===== src/rtl/bus_pkg.sv =====
// Shared bus definitions: FSM states, slave-select codes and a sizing helper
// used by the master port, arbiter and slave ports.
package bus_pkg;

  localparam int SSEL_WIDTH = 2;

  typedef enum logic [SSEL_WIDTH-1:0] {
    SLV_S1      = 2'd0,
    SLV_S2      = 2'd1,
    SLV_S3      = 2'd2,
    SLV_ILLEGAL = 2'd3
  } slave_e;

  typedef enum logic [2:0] {
    ST_IDLE,
    ST_REQ,
    ST_SSEL,
    ST_WAIT_RDY,
    ST_ADDR,
    ST_WDATA,
    ST_RDATA,
    ST_DONE
  } state_e;

  function automatic int max_int(input int a, input int b);
    return (a > b) ? a : b;
  endfunction

endpackage


===== src/rtl/bus_shift_reg.sv =====
// Parallel-load shift register with selectable shift direction and hold.
// Load has priority over shift; with neither asserted the contents hold.
module bus_shift_reg #(
  parameter int W = 8
) (
  input  logic         clk,
  input  logic         rst,
  input  logic         load,
  input  logic [W-1:0] load_val,
  input  logic         shift_en,
  input  logic         msb_first,
  input  logic         shift_in,
  output logic [W-1:0] q,
  output logic         ser_out
);

  logic [W-1:0] q_q, q_d;

  always_comb begin
    q_d = q_q;
    if (load) begin
      q_d = load_val;
    end else if (shift_en) begin
      q_d = msb_first ? {q_q[W-2:0], shift_in} : {shift_in, q_q[W-1:1]};
    end
  end

  always_ff @(posedge clk or posedge rst) begin
    if (rst) q_q <= '0;
    else     q_q <= q_d;
  end

  assign q       = q_q;
  assign ser_out = msb_first ? q_q[W-1] : q_q[0];

endmodule


===== src/rtl/master_port.sv =====
// Master-side bus port: serialises a parallel request into the arbiter's
// request/address/data/valid protocol and collects read words; stalls on split.
module master_port
  import bus_pkg::*;
#(
  parameter int ADDR_WIDTH = 12,
  parameter int DATA_WIDTH = 8,
  parameter int LEN_WIDTH  = 4
) (
  input  logic                  clk,
  input  logic                  reset,
  input  logic                  start,
  input  logic                  write,
  input  logic [1:0]            slave_sel,
  input  logic [ADDR_WIDTH-1:0] mem_addr,
  input  logic [LEN_WIDTH-1:0]  burst_len,
  input  logic [DATA_WIDTH-1:0] wdata,
  output logic                  wdata_ack,
  output logic [DATA_WIDTH-1:0] rdata,
  output logic                  rdata_valid,
  output logic                  busy,
  output logic                  done,
  output logic                  error,
  output logic                  m_request,
  output logic                  m_address_valid,
  output logic                  m_address,
  output logic                  m_data,
  output logic                  m_valid,
  output logic                  m_write_en,
  output logic                  m_burst,
  input  logic                  m_ready,
  input  logic                  m_available,
  input  logic                  m_data_out,
  input  logic                  m_valid_in
);

  localparam int TXW = max_int(ADDR_WIDTH, DATA_WIDTH);
  localparam int BW  = $clog2(TXW + 1);

  state_e                state_q, state_d;
  logic [BW-1:0]         bit_q, bit_d;
  logic [LEN_WIDTH-1:0]  word_q, word_d;
  logic [1:0]            sel_q, sel_d;
  logic                  write_q, write_d, burst_q, burst_d, addr_sent_q, addr_sent_d;
  logic                  wdata_ack_q, wdata_ack_d, rdata_valid_q, rdata_valid_d;
  logic                  done_q, done_d, error_q, error_d;
  logic [DATA_WIDTH-1:0] rdata_q, rdata_d;

  logic                  tx_load, tx_shift, tx_ser, rx_shift, word_end;
  logic [TXW-1:0]        tx_load_val, tx_par_unused;
  logic [DATA_WIDTH-2:0] rx_q;
  logic                  rx_ser_unused;

  // Address is left-aligned so the MSB-first shift reaches it first; data is LSB-aligned.
  bus_shift_reg #(.W(TXW)) u_tx (
    .clk(clk), .rst(reset), .load(tx_load), .load_val(tx_load_val),
    .shift_en(tx_shift), .msb_first(state_q == ST_ADDR), .shift_in(1'b0),
    .q(tx_par_unused), .ser_out(tx_ser)
  );

  // Holds the first DATA_WIDTH-1 bits; the final bit is merged straight into rdata.
  bus_shift_reg #(.W(DATA_WIDTH-1)) u_rx (
    .clk(clk), .rst(reset), .load(1'b0), .load_val('0),
    .shift_en(rx_shift), .msb_first(1'b0), .shift_in(m_data_out),
    .q(rx_q), .ser_out(rx_ser_unused)
  );

  always_comb begin
    state_d = state_q;  bit_d = bit_q;  word_d = word_q;
    sel_d = sel_q;  write_d = write_q;  burst_d = burst_q;  addr_sent_d = addr_sent_q;
    wdata_ack_d = 1'b0;  rdata_valid_d = 1'b0;  done_d = 1'b0;  error_d = 1'b0;
    rdata_d = rdata_q;
    tx_load = 1'b0;  tx_load_val = TXW'(wdata);  tx_shift = 1'b0;  rx_shift = 1'b0;
    word_end = 1'b0;
    case (state_q)
      ST_IDLE, ST_DONE: begin
        state_d = ST_IDLE;
        if (start && slave_sel == SLV_ILLEGAL) begin
          error_d = 1'b1;
        end else if (start) begin
          state_d = ST_REQ;  sel_d = slave_sel;  write_d = write;
          burst_d = (burst_len != '0);  word_d = burst_len;  bit_d = '0;
          addr_sent_d = 1'b0;
          tx_load = 1'b1;  tx_load_val = TXW'(mem_addr) << (TXW - ADDR_WIDTH);
        end
      end
      ST_REQ: if (m_available) begin
        state_d = ST_SSEL;  bit_d = '0;
      end
      ST_SSEL: if (m_available) begin
        if (bit_q == BW'(SSEL_WIDTH)) begin
          bit_d = '0;  state_d = ST_WAIT_RDY;
        end else begin
          bit_d = bit_q + 1'b1;
        end
      end
      ST_WAIT_RDY: if (m_ready) begin
        bit_d = '0;
        if (!addr_sent_q)  state_d = ST_ADDR;
        else if (write_q) begin
          state_d = ST_WDATA;  tx_load = 1'b1;
        end else           state_d = ST_RDATA;
      end
      ST_ADDR: if (m_available) begin
        tx_shift = 1'b1;
        if (bit_q == BW'(ADDR_WIDTH - 1)) begin
          bit_d = '0;  addr_sent_d = 1'b1;
          if (write_q) begin
            state_d = ST_WDATA;  tx_load = 1'b1;
          end else     state_d = ST_RDATA;
        end else begin
          bit_d = bit_q + 1'b1;
        end
      end
      ST_WDATA: if (m_available) begin
        tx_shift = 1'b1;
        if (bit_q == BW'(DATA_WIDTH - 1)) begin
          wdata_ack_d = 1'b1;  word_end = 1'b1;
        end else begin
          bit_d = bit_q + 1'b1;
        end
      end
      ST_RDATA: if (m_available && m_valid_in) begin
        if (bit_q == BW'(DATA_WIDTH - 1)) begin
          rdata_d = {m_data_out, rx_q};  rdata_valid_d = 1'b1;  word_end = 1'b1;
        end else begin
          rx_shift = 1'b1;  bit_d = bit_q + 1'b1;
        end
      end
      default: state_d = ST_IDLE;
    endcase
    if (word_end) begin
      bit_d = '0;
      if (word_q == '0) begin
        state_d = ST_DONE;  done_d = 1'b1;
      end else begin
        word_d = word_q - 1'b1;  state_d = ST_WAIT_RDY;
      end
    end
  end

  always_ff @(posedge clk or posedge reset) begin
    if (reset) begin
      state_q <= ST_IDLE;  bit_q <= '0;  word_q <= '0;  sel_q <= '0;
      write_q <= 1'b0;  burst_q <= 1'b0;  addr_sent_q <= 1'b0;
      wdata_ack_q <= 1'b0;  rdata_valid_q <= 1'b0;  done_q <= 1'b0;  error_q <= 1'b0;
      rdata_q <= '0;
    end else begin
      state_q <= state_d;  bit_q <= bit_d;  word_q <= word_d;  sel_q <= sel_d;
      write_q <= write_d;  burst_q <= burst_d;  addr_sent_q <= addr_sent_d;
      wdata_ack_q <= wdata_ack_d;  rdata_valid_q <= rdata_valid_d;
      done_q <= done_d;  error_q <= error_d;  rdata_q <= rdata_d;
    end
  end

  assign busy            = (state_q != ST_IDLE) && (state_q != ST_DONE);
  assign m_request       = busy;
  assign m_address_valid = (state_q == ST_REQ);
  assign m_write_en      = busy && write_q;
  assign m_burst         = busy && burst_q;
  assign m_valid         = m_available &&
                           (state_q == ST_SSEL || state_q == ST_ADDR || state_q == ST_WDATA);
  // Slave select goes out as sel[1], sel[1], sel[0] to suit the arbiter's capture.
  assign m_address       = (state_q == ST_SSEL) ? ((bit_q == BW'(SSEL_WIDTH)) ? sel_q[0] : sel_q[1])
                         : (state_q == ST_ADDR) ? tx_ser : 1'b0;
  assign m_data          = (state_q == ST_WDATA) && tx_ser;
  assign wdata_ack       = wdata_ack_q;
  assign rdata_valid     = rdata_valid_q;
  assign done            = done_q;
  assign error           = error_q;
  assign rdata           = rdata_q;

endmodule


===== config.mk =====
export PLATFORM = sky130hd
export DESIGN_NAME = master_port
export DESIGN_NICKNAME = d
export VERILOG_FILES = /design/src/rtl/bus_pkg.sv /design/src/rtl/bus_shift_reg.sv /design/src/rtl/master_port.sv
export SDC_FILE = /design/constraint.sdc
export NUM_CORES = 1
export LEC_CHECK = 0
export ABC_AREA = 1
export CAP_MARGIN = 20
export CELL_PAD_IN_SITES_DETAIL_PLACEMENT = 0
export CELL_PAD_IN_SITES_GLOBAL_PLACEMENT = 1
export CORE_MARGIN = 1
export CORE_UTILIZATION = 40
export CTS_BUF_LIST = sky130_fd_sc_hd__clkbuf_8 sky130_fd_sc_hd__clkbuf_16
export DETAILED_ROUTE_END_ITERATION = 7
export PLACE_DENSITY = 0.86
export SLEW_MARGIN = 15
export SYNTH_ARGS = -nofsm -noshare
export SYNTH_HDL_FRONTEND = slang
export SYNTH_SLANG_ARGS = --single-unit

===== constraint.sdc =====
create_clock -name clk -period 2.6 [get_ports clk]
set_input_delay 0.39 -clock clk [delete_from_list [all_inputs] [get_ports clk]]
set_output_delay 0.39 -clock clk [all_outputs]
set_load 0.005 [all_outputs]

== Yosys cells after proc, flatten, opt, wreduce, memory -nomap -nowiden ==
Cells that the tools add are included.

* Register bits: 47
* Output and inout bits: 20
* Bits of input ports: 34

* Eq/ne operators: 26
* Muxes and demuxes: 69
* $add $sub $neg: 2
* Reductions and logical operators: 23
* Bitwise operators: 1

{| class="wikitable"
|+ Operators by type and width
! operator !! count
|-
| two-way mux 12 bit || 6
|-
| two-way mux 4 bit || 17
|-
| two-way mux 1 bit || 31
|-
| one-hot mux 4 bit (7 select lines) || 1
|-
| inequality test 3 bit (second input constant) || 9
|-
| two-way mux 3 bit || 8
|-
| one-hot mux 3 bit (5 select lines) || 1
|-
| equality test 3 bit (second input constant) || 4
|-
| inequality test 2 bit (second input constant) || 4
|-
| AND reduction 8 bit || 1
|-
| logical AND 1 bit || 7
|-
| AND reduction 7 bit || 1
|-
| equality test 3 x 2 -> 1 bit (second input constant) || 2
|-
| AND reduction 3 bit || 2
|-
| nonzero test 6 bit || 1
|-
| AND reduction 5 bit || 1
|-
| adder 4 x 1 -> 4 bit (second input constant) || 1
|-
| equality test 4 x 2 -> 1 bit (second input constant) || 1
|-
| equality test 4 x 3 -> 1 bit (second input constant) || 1
|-
| equality test 4 bit (second input constant) || 1
|-
| zero test 4 bit || 1
|-
| two-way mux 2 bit || 2
|-
| one-hot mux 1 bit (2 select lines) || 2
|-
| nonzero test 2 bit || 2
|-
| 12 further kinds || 14
|}

== Longest topological paths before layout ==
* Word-level depth: 6
* Gate-level depth with buffers: 11
* Mapped depth without buffers: 11

== Hierarchy ==
Synthesis repeated with hierarchy kept, for this count alone.

* Cells, all modules: 469
* Area, all modules: 3,074.2 µm²

{| class="wikitable"
|+ By module, submodules not included
! module !! times used !! sequential area each (µm²) !! area an instance (µm²) !! cells each
|-
| master_port || 1 || 700.7 || 1,856.8 || 285
|-
| bus_shift_reg at u_tx || 1 || 300.3 || 743.2 || 111
|-
| bus_shift_reg at u_rx || 1 || 175.2 || 474.2 || 73
|}

== Worst setup path after synthesis ==
No wires, ideal clock.

* Kind: reg-to-reg
* Start: reg bit_q[0]
* End: reg state_q[1]
* Setup time: 121 ps
* Data arrival time: 1,396 ps
* Path buffers: 0
* Path slack: 1,082 ps
* Clock period less this slack: 1,518 ps
* Stages on the path, launching flop included: 11
* Cell sequence: dfrtp_1 ha_1 nand2_1 nor2_2 nand2_1 nor2_2 nor2_2 nand2_2 nand3_2 nand2_1 o21ai_1

* Word-level cells in the longest chain between the ends: 6

{| class="wikitable"
|+ Ends and longest elaborated chain
! what !! RTL line !! source
|-
| start, declared || master_port.sv:41 || <nowiki>logic [BW-1:0] bit_q, bit_d;</nowiki>
|-
| start signal, assigned || master_port.sv:149 || <nowiki>state_q <= state_d; bit_q <= bit_d; word_q <= word_d; sel_q <= sel_d;</nowiki>
|-
| equality test 4 x 3 -> 1 bit || master_port.sv:117, master_port.sv:124 ||
|-
| two-way mux 1 bit || master_port.sv:117, master_port.sv:124 ||
|-
| two-way mux 1 bit, on equally long branches || master_port.sv:123, master_port.sv:115 ||
|-
| one-hot mux 1 bit (2 select lines) || master_port.sv:75 || <nowiki>case (state_q)</nowiki>
|-
| inequality test 3 x 2 -> 1 bit (no line), or another cell as far along || -- ||
|-
| AND reduction 7 bit (no line) || -- ||
|-
| end signal, assigned || master_port.sv:149 ||
|-
| end, declared || master_port.sv:40 || <nowiki>state_e state_q, state_d;</nowiki>
|}

Parallel ways exist; a longest one is shown, timed or not.
A chain may end at the register's enable or synchronous reset.

== Worst setup path in the final report ==
* Start: reg state_q[2]
* End: out m_address

* Word-level cells in the longest chain between the ends: 4

{| class="wikitable"
|+ Ends and longest elaborated chain
! what !! RTL line !! source
|-
| equality test 3 bit || master_port.sv:57, master_port.sv:165 ||
|-
| two-way mux 1 bit || bus_shift_reg.sv:34 || <nowiki>assign ser_out = msb_first ? q_q[W-1] : q_q[0];</nowiki>
|-
| two-way mux 1 bit || master_port.sv:165 || <nowiki>: (state_q == ST_ADDR) ? tx_ser : 1'b0;</nowiki>
|-
| two-way mux 1 bit * || master_port.sv:164 || <nowiki>assign m_address = (state_q == ST_SSEL) ? ((bit_q == BW'(SSEL_WIDTH)) ? sel_q[0] : sel_q[1])</nowiki>
|-
| end, declared || master_port.sv:26 || <nowiki>output logic m_address,</nowiki>
|}

Every way passes the cells marked *; elsewhere a longest branch is shown, timed or not.

==> flow_summary.yaml <==
timing:
  slew-limit-headroom_pct: 64.6
  max_freq_mhz: 399
  fin_crit_ns: 2.51
  rsz0062_at_grt: "false"
  tightest_slew_ns: 0.530
  hold_viol_final: 0
  finalClockSkew_ns: 0.0122
  setup-violations-final: 0
  drv_slew: 0
  min_period_over_period_pct: 96.4
  final.setup.tns_ns: 0
  holdWs_ns: 0.434
layout:
  regArea_um2: 1180
  layout-drive-gt1-share_pct: 10.4
  syn_to_final_growth_pct: 24.5
  antenna_cells: 0
  nFillCells: 648
  fin_area_um2: 3450
  nets: 459
  layout_commonest_cell: "nand2_1"
  final_cell_mix: "nand2_1, clkdlybuf4s50_1, dfrtp_1"
  multi_input_area_um2: 1340
clocking:
  cts_root_buf: "clkbuf_8"
  htree_levels: 2
  clockBufferDepth: 2
  cts_tree: "done"
  cts.sinks: 47
  cts_buffers: 5
  path_clk_slew_ns: 0.10
  cts_hold_buf: 0
  clk_latency_ns: 0.31
  cts_setup_buffers: 0
  ctsResizeCount: 0
setup_path:
  worstSetupStartpointType: "flop"
  r2r-start: "state_q[2]$_DFFE_PP0P_"
  r2r_setup_slack_ns: 0.57
  path_buf_inv: 2
  crit_fanout: 11
  cpLargestDelayFamily: "buffers and inverters"
  rr_worst_depth: 8
  cp-end-kind: "output pin"
  critical-path-max-stage-delay_ns: 0.56
  cp.arrival_ns: 2.12
  path_cells: "inv_1 -> nand2_1 -> o32ai_1 -> clkdlybuf4s50_1"
  crit_slowest_cell: "clkdlybuf4s50_1"
  rr_endpoint: "u_tx.q[10]$_DFFE_PP0P_"
  critical_path_class: "flop to output pin"
  critPathRequiredTime_ns: 2.21
floorplanning:
  rows: 29
  core-area_um2: 6530
  initial_core_util_pct: 42.5
  dieArea_um2: 7270
  io_pins: 54
  die_w_um: 85.3
  die_y_um: 85.3
synthesis:
  netlist_instances: 371
  ys_ff_latch: 47
  syn-num-nets: 408
  synth-warning-count: 0
  synthTopCellsByArea: "dfrtp_1, nand2_1, nand3_1"
  syn-mean-instance-area_um2: 7.47
  netlist_area_um2: 2770
  ys_types: 33
  synth.yosys.seq_area_share_pct: 42.4
  yosysTopAreaCell: "dfrtp_1"
  yosysTopAreaCellShare_pct: 42.4
placed_design:
  portBuffers: 53
  dp.final_hpwl_mm: 5.15
  place.gp.congestion: 0.918
  place_area_um2: 3330
global_routing:
  grt.overflow.total: 0
  grt.total_usage_pct: 20.7
  grt_pass1_wl_mm: 11.8
  grt_max_degree: 25
  antenna_found_initial: 0
  first_global_vias: 2463
pwr:
  ir_worst_vdd_mv: 0.325
  p_leak_nw: 1.62
  p_total_mw: 3.06
  p_per_area_nw_per_um2: 886
route:
  drc_errors: 0
  wirelength_mm: 6.91
  wl_per_cell_um: 13.8
  vias: 2540
  ant_nets: 0
  drt-pass1-iter-count: 4
  first_iter_violations: 198
  via_per_inst: 5.08
run:
  maxCapViolCount: 0
min_path:
  hold_class: "input port to async pin"
run_status:
  outcome: "completed"
## worst reg2reg max path, delay by kind of cell, from the launching register on
| kind | cells | cell delay [ns] |
|---|---|---|
| DFF | 1 | 0.62 |
| buffers and inverters | 1 | 0.21 |
| and+or+nand+nor | 7 | 1.16 |
## layout make-up
| type | instances | share of cell area (%) |
|---|---|---|
| inverter | 36 | 3.99 |
| timing repair buffer | 58 | 16.8 |
| sequential | 47 | 34.1 |
| tap | 77 | 2.79 |
| clock inverter | 2 | 1.12 |
| clock buffer | 6 | 2.39 |
| multi-input combinational | 274 | 38.8 |
## logic make-up (layout without fill, tap and decap cells)
kind of cell / count (synthesis) / count (layout) / synth area share (%)
AND/OR/NAND/NOR: 213 / 213 / 35.5
AO/OA/AOI/OAI: 55 / 55 / 10.5
buffers and inverters: 50 / 102 / 9.30
flip-flops: 47 / 47 / 42.4
adder cells (fa/ha/maj): 3 / 3 / 1.35
XOR/XNOR: 3 / 3 / 0.948
## worst max path at each step
stage / start / end / slack, ns / cells after the start
after floorplan: bit_q[0]$_DFFE_PP0P_ / state_q[1]$_DFFE_PP0P_ / 1.08 / 10
after global placement: m_available / m_valid / 0.36 / 4
after detailed placement: m_available / m_valid / 0.34 / 4
after CTS: state_q[1]$_DFFE_PP0P_ / m_address / 0.07 / 5
after global routing: state_q[2]$_DFFE_PP0P_ / m_address / 0.02 / 4
final: state_q[2]$_DFFE_PP0P_ / m_address / 0.09 / 4
## state kept, by name, summed over array words and instances (netlist names)
register and flops:
addr_sent_q 1, word_q 4, bit_q 4, u_rx.q 7, state_q 3, write_q 1
burst_q 1, rdata 8, rdata_valid 1, error 1, done 1, wdata_ack 1
u_tx.q 12, sel_q 2
## Yosys cell counts, drive strengths merged
library cell / count
nand3b: 1
nand2: 117
a22oi: 1
a21oi: 4
nor2: 45
or2: 4
clkbuf: 1
o32ai: 1
xor2: 2
inv: 36
dfrtp: 47
ha: 3
nor3: 2
a31oi: 1
buf: 13
o21bai: 1
nand3: 37
xnor2: 1
o211ai: 2
o21ai: 45
nand4: 7
## metal layers
layer  vias up  routed length (µm)  track usage (%)  share of wire (%)
li1       1294                   -                -                  -
met1      1183                3160             27.8                 46
met2        58                3340             34.7                 48
met3         5                 350             4.18                5.1
met4         0                  54             4.55               0.78
met5         -                   0                0                  0
## power by group
group | internal, mW | switching [mW]
Combinational | 0.541 | 0.834
Sequential | 0.935 | 0.167
Clock | 0.317 | 0.265
Total | 1.79 | 1.27
## stage by stage
step,util (%),std cells,setup WS [ns]
detailed placement,51.0,492,0.340
floorplan,-,371,1.08
finish,52.9,500,0.0944
global placement,51.0,492,0.364
global route,52.9,500,0.0191
CTS,52.8,500,0.0678
Note: power is estimated with default switching activity, not from simulation.
